[src/rtl/alu_pkg.sv]
// Shared opcodes, FSM state encoding and routing helper for the multicycle arithmetic ALU.
package alu_pkg;

  localparam logic [2:0] ALU_ADD = 3'b000;
  localparam logic [2:0] ALU_SUB = 3'b001;
  localparam logic [2:0] ALU_MUL = 3'b010;
  localparam logic [2:0] ALU_DIV = 3'b011;
  localparam logic [2:0] ALU_MOD = 3'b100;

  typedef enum logic [1:0] {
    StIdle = 2'd0,
    StBusy = 2'd1,
    StDone = 2'd2
  } alu_state_e;

  // True when the opcode needs the iterative datapath; divide-by-zero completes immediately.
  function automatic logic is_iter_op(input logic [2:0] sel, input logic b_zero);
    return (sel == ALU_MUL) || (((sel == ALU_DIV) || (sel == ALU_MOD)) && !b_zero);
  endfunction

endpackage

[src/rtl/alu_multicycle_arith_if.sv]
// Operand/result handshake bundle for alu_multicycle_arith.
interface alu_multicycle_arith_if #(
  parameter int unsigned WIDTH = 4
) ();

  logic               in_valid;
  logic               in_ready;
  logic [WIDTH-1:0]   A;
  logic [WIDTH-1:0]   B;
  logic [2:0]         ALU_Sel;
  logic               out_valid;
  logic               out_ready;
  logic [2*WIDTH-1:0] ALU_Out;
  logic               CarryOut;
  logic               Zero;
  logic               Error;

  modport master (
    output in_valid, A, B, ALU_Sel, out_ready,
    input  in_ready, out_valid, ALU_Out, CarryOut, Zero, Error
  );

  modport slave (
    input  in_valid, A, B, ALU_Sel, out_ready,
    output in_ready, out_valid, ALU_Out, CarryOut, Zero, Error
  );

endinterface

[src/rtl/alu_iter_unit.sv]
// Shift-add multiplier and restoring divider, one bit per cycle while the counter is non-zero.
module alu_iter_unit #(
  parameter int unsigned WIDTH = 4,
  parameter int unsigned CNT_W = $clog2(WIDTH + 1)
) (
  input  logic               clk,
  input  logic               rst,
  input  logic               i_start,
  input  logic               i_is_div,
  input  logic [CNT_W-1:0]   i_cnt,
  input  logic [WIDTH-1:0]   i_a,
  input  logic [WIDTH-1:0]   i_b,
  output logic [2*WIDTH-1:0] o_product,
  output logic [WIDTH-1:0]   o_quotient,
  output logic [WIDTH-1:0]   o_remainder
);

  logic [2*WIDTH-1:0] r_mcand;
  logic [WIDTH-1:0]   r_mplier;
  logic [2*WIDTH-1:0] r_prod;
  logic [WIDTH-1:0]   r_divisor;
  logic [WIDTH-1:0]   r_quo;
  logic [WIDTH-1:0]   r_rem;

  logic               w_step;
  logic [WIDTH:0]     w_shift;
  logic               w_ge;
  logic [WIDTH-1:0]   w_sub;

  // When w_ge holds the true difference is below the divisor, so the WIDTH-bit wrap is exact.
  always_comb begin
    w_step  = (i_cnt != '0) && !i_start;
    w_shift = {r_rem, r_quo[WIDTH-1]};
    w_ge    = (w_shift >= {1'b0, r_divisor});
    w_sub   = w_shift[WIDTH-1:0] - r_divisor;
  end

  always_ff @(posedge clk) begin
    if (rst) begin
      r_mcand   <= '0;
      r_mplier  <= '0;
      r_prod    <= '0;
      r_divisor <= '0;
      r_quo     <= '0;
      r_rem     <= '0;
    end else if (i_start) begin
      if (i_is_div) begin
        r_divisor <= i_b;
        r_quo     <= i_a;
        r_rem     <= '0;
      end else begin
        r_mcand  <= {{WIDTH{1'b0}}, i_a};
        r_mplier <= i_b;
        r_prod   <= '0;
      end
    end else if (w_step) begin
      if (i_is_div) begin
        r_rem <= w_ge ? w_sub : w_shift[WIDTH-1:0];
        r_quo <= {r_quo[WIDTH-2:0], w_ge};
      end else begin
        if (r_mplier[0]) begin
          r_prod <= r_prod + r_mcand;
        end
        r_mcand  <= r_mcand << 1;
        r_mplier <= r_mplier >> 1;
      end
    end
  end

  assign o_product   = r_prod;
  assign o_quotient  = r_quo;
  assign o_remainder = r_rem;

endmodule

[src/rtl/alu_multicycle_arith.sv]
// Clocked unsigned ALU: single-cycle ADD/SUB, WIDTH-cycle MUL/DIV/MOD, valid/ready on both sides.
module alu_multicycle_arith
  import alu_pkg::*;
#(
  parameter int unsigned WIDTH = 4
) (
  input logic                   clk,
  input logic                   rst,
  alu_multicycle_arith_if.slave bus
);

  localparam int unsigned CNT_W = $clog2(WIDTH + 1);

  alu_state_e         r_state;
  alu_state_e         w_state_next;
  logic [CNT_W-1:0]   r_cnt;
  logic [2:0]         r_op;
  logic               r_iter;
  logic [2*WIDTH-1:0] r_out;
  logic               r_carry;
  logic               r_error;

  logic               w_in_ready;
  logic               w_out_valid;
  logic               w_accept;
  logic               w_b_zero;
  logic               w_iter_op;
  logic               w_is_div;
  logic [WIDTH:0]     w_sum;
  logic [WIDTH-1:0]   w_diff;
  logic [2*WIDTH-1:0] w_quick_out;
  logic               w_quick_carry;
  logic               w_quick_err;
  logic [2*WIDTH-1:0] w_product;
  logic [WIDTH-1:0]   w_quotient;
  logic [WIDTH-1:0]   w_remainder;
  logic [2*WIDTH-1:0] w_result;
  logic               w_carry;

  always_ff @(posedge clk) begin
    if (rst) begin
      r_state <= StIdle;
    end else begin
      r_state <= w_state_next;
    end
  end

  always_comb begin
    w_state_next = r_state;
    case (r_state)
      StIdle: if (bus.in_valid) w_state_next = w_iter_op ? StBusy : StDone;
      StBusy: if (r_cnt == CNT_W'(1)) w_state_next = StDone;
      StDone: if (bus.out_ready) w_state_next = StIdle;
      default: w_state_next = StIdle;
    endcase
  end

  always_comb begin
    w_in_ready  = (r_state == StIdle) && !rst;
    w_out_valid = (r_state == StDone);
  end

  assign w_accept  = w_in_ready && bus.in_valid;
  assign w_b_zero  = (bus.B == '0);
  assign w_iter_op = is_iter_op(bus.ALU_Sel, w_b_zero);
  // The unit sees the live opcode on the start cycle and the latched one while stepping.
  assign w_is_div  = w_accept ? (bus.ALU_Sel != ALU_MUL) : (r_op != ALU_MUL);

  always_comb begin
    w_sum         = {1'b0, bus.A} + {1'b0, bus.B};
    w_diff        = bus.A - bus.B;
    w_quick_out   = '0;
    w_quick_carry = 1'b0;
    w_quick_err   = 1'b0;
    case (bus.ALU_Sel)
      ALU_ADD: begin
        w_quick_out   = {{(WIDTH-1){1'b0}}, w_sum};
        w_quick_carry = w_sum[WIDTH];
      end
      ALU_SUB: begin
        w_quick_out   = {{WIDTH{1'b0}}, w_diff};
        w_quick_carry = (bus.A < bus.B);
      end
      ALU_MUL: w_quick_out = '0;
      ALU_DIV: begin
        w_quick_out = w_b_zero ? {{WIDTH{1'b0}}, {WIDTH{1'b1}}} : '0;
        w_quick_err = w_b_zero;
      end
      ALU_MOD: begin
        w_quick_out = w_b_zero ? {{WIDTH{1'b0}}, bus.A} : '0;
        w_quick_err = w_b_zero;
      end
      default: w_quick_err = 1'b1;
    endcase
  end

  always_ff @(posedge clk) begin
    if (rst) begin
      r_cnt   <= '0;
      r_op    <= ALU_ADD;
      r_iter  <= 1'b0;
      r_out   <= '0;
      r_carry <= 1'b0;
      r_error <= 1'b0;
    end else if (w_accept) begin
      r_op    <= bus.ALU_Sel;
      r_iter  <= w_iter_op;
      r_cnt   <= w_iter_op ? CNT_W'(WIDTH) : '0;
      r_out   <= w_quick_out;
      r_carry <= w_quick_carry;
      r_error <= w_quick_err;
    end else if (r_state == StBusy) begin
      r_cnt <= r_cnt - CNT_W'(1);
    end
  end

  alu_iter_unit #(
    .WIDTH (WIDTH),
    .CNT_W (CNT_W)
  ) u_iter (
    .clk         (clk),
    .rst         (rst),
    .i_start     (w_accept && w_iter_op),
    .i_is_div    (w_is_div),
    .i_cnt       (r_cnt),
    .i_a         (bus.A),
    .i_b         (bus.B),
    .o_product   (w_product),
    .o_quotient  (w_quotient),
    .o_remainder (w_remainder)
  );

  // Iterative results are read straight from the unit's registers once it has settled.
  always_comb begin
    w_result = r_out;
    w_carry  = r_carry;
    if (r_iter) begin
      if (r_op == ALU_MUL) begin
        w_result = w_product;
        w_carry  = |w_product[2*WIDTH-1:WIDTH];
      end else if (r_op == ALU_DIV) begin
        w_result = {{WIDTH{1'b0}}, w_quotient};
      end else begin
        w_result = {{WIDTH{1'b0}}, w_remainder};
      end
    end
  end

  assign bus.in_ready  = w_in_ready;
  assign bus.out_valid = w_out_valid;
  assign bus.ALU_Out   = w_result;
  assign bus.CarryOut  = w_carry;
  assign bus.Zero      = w_out_valid && (w_result == '0);
  assign bus.Error     = r_error;

endmodule
[src/flat_wrapper.sv]
// flat-port wrapper written by rule: the top's interface ports become plain ports
module alu_multicycle_arith_flat import alu_pkg::*;
#(
  parameter int unsigned WIDTH = 4
)
  (clk, rst, bus_in_valid, bus_A, bus_B, bus_ALU_Sel, bus_out_ready, bus_in_ready, bus_out_valid, bus_ALU_Out, bus_CarryOut, bus_Zero, bus_Error);
  alu_multicycle_arith_if #(.WIDTH(WIDTH)) bus_i ();
  input logic clk;
  input logic rst;
  input wire logic [$bits(bus_i.in_valid)-1:0] bus_in_valid;
  input wire logic [$bits(bus_i.A)-1:0] bus_A;
  input wire logic [$bits(bus_i.B)-1:0] bus_B;
  input wire logic [$bits(bus_i.ALU_Sel)-1:0] bus_ALU_Sel;
  input wire logic [$bits(bus_i.out_ready)-1:0] bus_out_ready;
  output wire logic [$bits(bus_i.in_ready)-1:0] bus_in_ready;
  output wire logic [$bits(bus_i.out_valid)-1:0] bus_out_valid;
  output wire logic [$bits(bus_i.ALU_Out)-1:0] bus_ALU_Out;
  output wire logic [$bits(bus_i.CarryOut)-1:0] bus_CarryOut;
  output wire logic [$bits(bus_i.Zero)-1:0] bus_Zero;
  output wire logic [$bits(bus_i.Error)-1:0] bus_Error;
  assign bus_i.in_valid = bus_in_valid;
  assign bus_i.A = bus_A;
  assign bus_i.B = bus_B;
  assign bus_i.ALU_Sel = bus_ALU_Sel;
  assign bus_i.out_ready = bus_out_ready;
  assign bus_in_ready = bus_i.in_ready;
  assign bus_out_valid = bus_i.out_valid;
  assign bus_ALU_Out = bus_i.ALU_Out;
  assign bus_CarryOut = bus_i.CarryOut;
  assign bus_Zero = bus_i.Zero;
  assign bus_Error = bus_i.Error;
  alu_multicycle_arith #(.WIDTH(WIDTH)) u_core (.clk(clk), .rst(rst), .bus(bus_i));
endmodule
[config.mk]
export PLATFORM = sky130hd
export DESIGN_NAME = alu_multicycle_arith_flat
export DESIGN_NICKNAME = d
export VERILOG_FILES = /design/src/rtl/alu_pkg.sv /design/src/rtl/alu_multicycle_arith_if.sv /design/src/rtl/alu_iter_unit.sv /design/src/rtl/alu_multicycle_arith.sv /design/src/flat_wrapper.sv
export SDC_FILE = /design/constraint.sdc
export NUM_CORES = 1
export LEC_CHECK = 0
export CAP_MARGIN = 20
export CORE_MARGIN = 4
export CORE_UTILIZATION = 54
export CTS_BUF_LIST = sky130_fd_sc_hd__clkbuf_4 sky130_fd_sc_hd__clkbuf_8
export DETAILED_ROUTE_END_ITERATION = 8
export HOLD_SLACK_MARGIN = 0.05
export PLACE_DENSITY = 0.86
export SLEW_MARGIN = 20
export SYNTH_ARGS = -nofsm -noshare
export SYNTH_HDL_FRONTEND = slang
export SYNTH_SLANG_ARGS = --single-unit
[constraint.sdc]
create_clock -name clk -period 2.3 [get_ports clk]
set_clock_uncertainty 0.05 [all_clocks]
set_input_delay 0.23 -clock clk [delete_from_list [all_inputs] [get_ports clk]]
set_output_delay 0.23 -clock clk [all_outputs]
set_load 0.01 [all_outputs]
==> reports/metrics.cfg, run 1 <==
[detailed_routing]
wl_um = 9280
drt_iter0_drc = 303
wl_per_cell_um = 17.3
drc = 0
via_count = 3294
ant_nets = 0
first_pass_iters = 5
vias_per_cell = 6.16

[synth]
synth.distinct_cells = 48
syn_area_um2 = 3030
yosysTopAreaCell = dfxtp_1
synth_top_area_share_pct = 31.7
async_reset_ff_share_pct = 0
synth-edff-count = 0
ys_top_cells_by_area = dfxtp_1, ha_1, nand2_1
yosysSeqAreaShare_pct = 31.7
synth_flop_cell = dfxtp_1
synth-seq-cells = 48
synth_cells = 385
ys.warnings.count = 0
syn_nets = 426
avgSynthCellArea_um2 = 7.87

[min_path]
hp-class = reg2reg

[floorplanning]
die_area_um2 = 6880
fp.coreArea_um2 = 5470
die_y_um = 82.9
num_io_pins = 28
die_x_um = 82.9
rows = 27
initial_core_util_pct = 55.4

[timing]
worst_pin_slew_ns = 0.524
rsz0062_at_grt = true
relSlewSlack_pct = 65.0
whs_ns = 0.428
slew_violations = 0
finalCritPeriodShare_pct = 106
layout_min_cycle_time_ns = 2.43
finalHoldViolations = 0
setup_viol = 1
setup_slack_ns = -0.128
clock.fmax_mhz = 412
fin_setup_tns_ns = -0.128

[global_routing]
track_usage_pct = 25.7
grt_max_degree = 43
grt_remaining_overflow = 0
antenna_found_initial = 0
grt_pass1_wl_um = 14600
grt_pass1_vias = 3200

[critical_path]
cp-end-kind = output pin
arrival_ns = 2.15
required_ns = 2.02
crit_path_max_fanout = 8
startpoint_type = flip-flop
crit_type = reg2out

[place]
routabilityCongestion = 0.904
portBuffers = 27
dp_slack_ns = -0.341
placed_cell_area_um2 = 3780
hpwlAfterDp_um = 6340

[power]
leakage_nw = 1.63
ir_drop_mv = 0.292
p_per_area_nw_per_um2 = 519

[outcome]
status = finished, violations left
violations = setup timing

[layout]
diodes = 0
syn2layout_area_growth_pct = 32.0
layout.nets = 503
finalInstanceArea_um2 = 4000
drive_above_1_share_pct = 21.6

[clock_network]
postCtsHoldBufs = 0
clockRootBuffer = clkbuf_8
path_clk_slew_ns = 0.09
tritoncts.num_buffers = 5
cts.sinks = 48
cts_buffer_depth = 2
cts.htree.levels = 2
cts_tree = done
insertion_delay_ns = 0.31

[job]
drv_cap = 0

## critical path, cell delays in order, from the launching register on
cell      delay, ns
dfxtp_2        0.35
nand2b_4       0.18
nand2_1        0.09
o21ai_0        0.13
mux2_4         0.30
or4_4          0.53
nor3_2         0.11
buf_2          0.15
## cell type report
type / instances / area, um2
Clock buffer: 8 / 97.6
Sequential cell: 48 / 970
Fill cell: 388 / 1470
Timing Repair Buffer: 90 / 739
Inverter: 20 / 75.1
Tap cell: 72 / 90.1
Multi-Input combinational cell: 297 / 2030
## metal layers
metal  up-vias  routed length [um]  global-route usage (%)
met2       204                4620                    45.8
met3        62                 683                    4.56
met1      1519                3490                    29.0
met5         -                   0                       0
met4         0                 482                    13.7
li1       1509                   -                       -
## state kept, by name (all words and copies together) (netlist names)
signal,cells
u_core.u_iter.o_product,8
u_core.u_iter.r_mcand,8
u_core.r_out,5
u_core.u_iter.o_quotient,4
u_core.u_iter.o_remainder,4
u_core.u_iter.r_divisor,4
u_core.u_iter.r_mplier,4
u_core.r_cnt,3
u_core.r_op,3
u_core.r_state,2
u_core.bus.Error,1
u_core.r_carry,1
u_core.r_iter,1
## cells in the mapped netlist, drive strengths merged (2+ instances only)
master / instances
nand2: 52
dfxtp: 48
nor2: 44
a21oi: 30
ha: 22
o21ai: 21
inv: 20
clkbuf: 18
nand3: 10
a311oi: 9
nor3: 8
nor2b: 7
a22o: 6
a22oi: 6
mux2i: 6
nand2b: 6
xnor2: 6
and3: 4
fa: 4
mux2: 4
nor4: 4
xor2: 4
a211oi: 3
a21o: 3
a2bb2oi: 3
a31oi: 3
nor3b: 3
o211ai: 3
o31ai: 3
or4: 3
and2: 2
buf: 2
nand3b: 2
nand4: 2
o21a: 2
## cell usage in the layout (no fill, tap or decap), drive strengths merged, types with 2 or more instances in the layout
master	n
buf	64
nand2	52
dfxtp	48
nor2	44
a21oi	30
clkdlybuf4s50	24
ha	22
o21ai	21
inv	20
nand3	10
a311oi	9
nor3	8
clkbuf	8
nor2b	7
mux2i	6
xnor2	6
a22o	6
a22oi	6
nand2b	6
and3	4
xor2	4
fa	4
nor4	4
mux2	4
o31ai	3
a211oi	3
a2bb2oi	3
o211ai	3
a31oi	3
a21o	3
or4	3
nor3b	3
o21a	2
nand4	2
nand3b	2
and2	2
## kinds of logic (layout without fill, tap and decap cells)
group                    after synthesis  in the layout  share of synthesized area [%]
AO/OA/AOI/OAI                         98             98                           21.0
XOR/XNOR                              10             10                           2.89
adder cells (fa/ha/maj)               26             26                           11.7
buffers and inverters                 40            118                           5.03
flip-flops                            48             48                           31.7
multiplexers                          10             10                           3.47
AND/OR/NAND/NOR                      153            153                           24.2
## where the power goes
| part | total [mW] | switching [mW] | internal [mW] |
|---|---|---|---|
| Sequential | 0.921 | 0.0437 | 0.877 |
| Clock | 0.566 | 0.296 | 0.270 |
| Combinational | 0.590 | 0.312 | 0.278 |
| Total | 2.08 | 0.652 | 1.42 |
## per-stage QoR
stage / std cells / utilization (%) / power [mW]
after floorplan: 385 / - / 1.24
after global placement: 526 / 69.1 / 1.45
after detailed placement: 526 / 69.1 / 1.47
after CTS: 534 / 71.6 / 2.03
after global routing: 535 / 73.1 / 2.16
final: 535 / 73.1 / 2.08
## worst paths after layout
check,startpoint,endpoint,slack (ns),depth (start not counted)
setup / recovery,u_core.r_op[2],bus_Zero,-0.13,7
hold / removal,u_core.u_iter.r_mcand[7],u_core.u_iter.r_mcand[7],0.43,2
setup reg to reg,u_core.r_state[1],u_core.u_iter.o_quotient[3],0.03,6
hold reg to reg,u_core.u_iter.r_mcand[7],u_core.u_iter.r_mcand[7],0.43,2
## repair_timing
action / 4_1_cts / 5_1_grt
pin swaps: 0 / 5
endpoints found under the setup margin: 8 / 24
cloned: 0 / 0
buffers inserted: 0 / 1
gates resized for setup: 16 / 18
Power figures use the tool's default switching activity.
==> inputs of run 2 (changes only) <==
--- a/config.mk
+++ b/config.mk
@@ -5,13 +5,14 @@
 export SDC_FILE = /design/constraint.sdc
 export NUM_CORES = 1
 export LEC_CHECK = 0
+export ABC_AREA = 1
 export CAP_MARGIN = 20
 export CORE_MARGIN = 4
 export CORE_UTILIZATION = 54
 export CTS_BUF_LIST = sky130_fd_sc_hd__clkbuf_4 sky130_fd_sc_hd__clkbuf_8
 export DETAILED_ROUTE_END_ITERATION = 8
 export HOLD_SLACK_MARGIN = 0.05
-export PLACE_DENSITY = 0.86
+export PLACE_DENSITY = 0.85
 export SLEW_MARGIN = 20
 export SYNTH_ARGS = -nofsm -noshare
 export SYNTH_HDL_FRONTEND = slang
==> reports/metrics.cfg, run 2 <==
[layout]
final_cell_mix = nand2_1, nor2_1, inv_1, dfxtp_1, o21ai_0
finalInstanceArea_um2 = 3830
final_common_cell = nand2_1
syn2layout_area_growth_pct = 17.2
diodes = 0
drive_above_1_share_pct = 8.42
layout.nets = 586

[detailed_routing]
ant_nets = 0
drc = 0
vias_per_cell = 5.37
first_pass_iters = 5
wl_um = 8640
wl_per_cell_um = 13.9
via_count = 3334
drt_iter0_drc = 249

[timing]
finalHoldViolations = 0
setup_viol = 0
relSlewSlack_pct = 62.0
worst_pin_slew_ns = 0.567
slew_violations = 0
clock.fmax_mhz = 444
whs_ns = 0.415
layout_min_cycle_time_ns = 2.25
rsz0062_at_grt = true
finalCritPeriodShare_pct = 97.8

[synth]
avgSynthCellArea_um2 = 6.44
synth.distinct_cells = 35
synth_top_area_share_pct = 29.4
syn_area_um2 = 3260
synth_flop_cell = dfxtp_1
synth_most_common_cell = nand2_1
synth_cells = 507
netlist_top_cells_count = nand2_1, nor2_1, inv_1
yosysSeqAreaShare_pct = 29.4
synth-edff-count = 0
yosysTopAreaCell = dfxtp_1
synth-seq-cells = 48
syn_nets = 548
ys_top_cells_by_area = dfxtp_1, nand2_1, nor2_1
ys.warnings.count = 0
async_reset_ff_share_pct = 0

[critical_path]
startpoint_type = flip-flop
worstPathCellList = inv_1, nand2_4, nor2_4, nand2_2, a21oi_1, clkdlybuf4s50_1
reg2reg_slack_ns = 0.32
arrival_ns = 1.97
crit_family = buffers and inverters
r2r_cells = 9
crit_type = reg2out
crit_path_max_fanout = 6
required_ns = 2.02
crit_slowest_cell = clkdlybuf4s50_1
critical_path.max_stage_delay_ns = 0.59
cp-end-kind = output pin
path_depth = 6
path_buf_inv = 2

[clock_network]
insertion_delay_ns = 0.30
path_clk_slew_ns = 0.09
cts_tree = done
postCtsHoldBufs = 0
cts_buffer_depth = 2
clockRootBuffer = clkbuf_8
cts.sinks = 48
tritoncts.num_buffers = 5
cts_setup_buffers = 0
cts.htree.levels = 2

[global_routing]
track_usage_pct = 24.0
antenna_found_initial = 0
grt_remaining_overflow = 0
grt_max_degree = 26
grt_pass1_vias = 3110
grt_pass1_wl_um = 14100

[min_path]
whs_path_depth = 2
hp-class = reg2reg

[floorplanning]
die_y_um = 85.8
initial_core_util_pct = 55.5
rows = 28
fp.coreArea_um2 = 5890
die_x_um = 85.8
num_io_pins = 28
die_area_um2 = 7350

[job]
drv_cap = 0

[place]
routabilityCongestion = 0.947
placed_cell_area_um2 = 3680
portBuffers = 27
hpwlAfterDp_um = 6690

[power]
comb_power_share_pct = 34.6
clockPowerShare_pct = 25.3
ir_drop_mv = 0.323
p_int_mw = 1.56
switching_share_pct = 35.6
p_per_area_nw_per_um2 = 634
seqPwrFrac_pct = 40.1
p_switching_uw = 863
leakage_nw = 1.87

[outcome]
status = finished clean

-- run 2: cell count changes after synthesis, moves of 9 or more --
| cell | before | now |
|---|---|---|
| nor2_1 | 44 | 81 |
| a311oi_1 | 9 | 0 |
| nand2_1 | 52 | 116 |
| o21ai_0 | 20 | 38 |
| inv_1 | 20 | 73 |
| nand3_1 | 10 | 30 |
| clkbuf_1 | 18 | 1 |
-- run 2: power groups by stage --
stage / Sequential, mW / Clock (mW) / Combinational [mW]
final: 0.973 / 0.614 / 0.839
after global routing: 0.980 / 0.663 / 0.961
after CTS: 0.967 / 0.625 / 0.827
after detailed placement: 0.985 / 0 / 0.823
after global placement: 0.983 / 0 / 0.798
after floorplan: 0.965 / 0 / 0.584
-- run 2: area by class of cell --
cell class | count | area, um2
clock buffer | 6 | 76.3
clock inverter | 2 | 35.0
fill | 510 | 2060
tap | 75 | 93.8
timing repair buffer | 42 | 397
inverter | 77 | 289
multi-input combinational | 371 | 1970
sequential | 48 | 962
-- run 2: kinds of logic after synthesis --
group	synth area share [%]
AOI/OAI and AO/OA	13.7
xor gates and xnor gates	1.07
and+or+nand+nor	33.8
buffers and inverters	11.1
adders and majority gates	10.9
DFF	29.4
-- run 2: metal layers --
layer  vias to the layer above  part of all wire, %  GRT usage (%)
met1                      1501                   42           30.0
met4                         0                  2.3           8.20
met3                        18                  7.2           4.71
met2                       122                   49           41.0
met5                         -                    0              0
li1                       1693                    -              -
-- run 2: per-stage QoR --
stage	TNS [ns]	setup WS [ns]	utilization (%)	total power, mW	std cells
finish	0	0.0496	65.0	2.43	621
detailed placement	0	0.0322	62.5	1.81	613
CTS	0	0.0167	64.6	2.42	621
global route	-0.0225	-0.0160	65.0	2.60	621
floorplan	0	0.622	-	1.55	507
global placement	0	0.0230	62.5	1.78	613
-- run 2: what timing repair did --
item                       in CTS  in global routing
pin swaps                       0                  1
setup endpoints to repair      10                 10
resized for setup               5                  8
-- run 2: path summary, 6_finish.rpt --
path	start	end
setup / recovery	u_core.r_op[2]	bus_CarryOut
hold / removal	u_core.u_iter.r_mplier[3]	u_core.u_iter.r_mplier[3]
setup reg to reg	u_core.r_state[1]	u_core.u_iter.r_mcand[2]
hold reg to reg	u_core.u_iter.r_mplier[3]	u_core.u_iter.r_mplier[3]
-- run 2: worst register-to-register path, stage by stage (launching register included) --
cell and delay (ns):
dfxtp_1 0.35, nor2_2 0.19, nand3_2 0.19, buf_4 0.21, nor2_2 0.12, nor2_4 0.07
nor2_8 0.20, nand2_2 0.19, o21ai_0 0.24, nor2_1 0.07
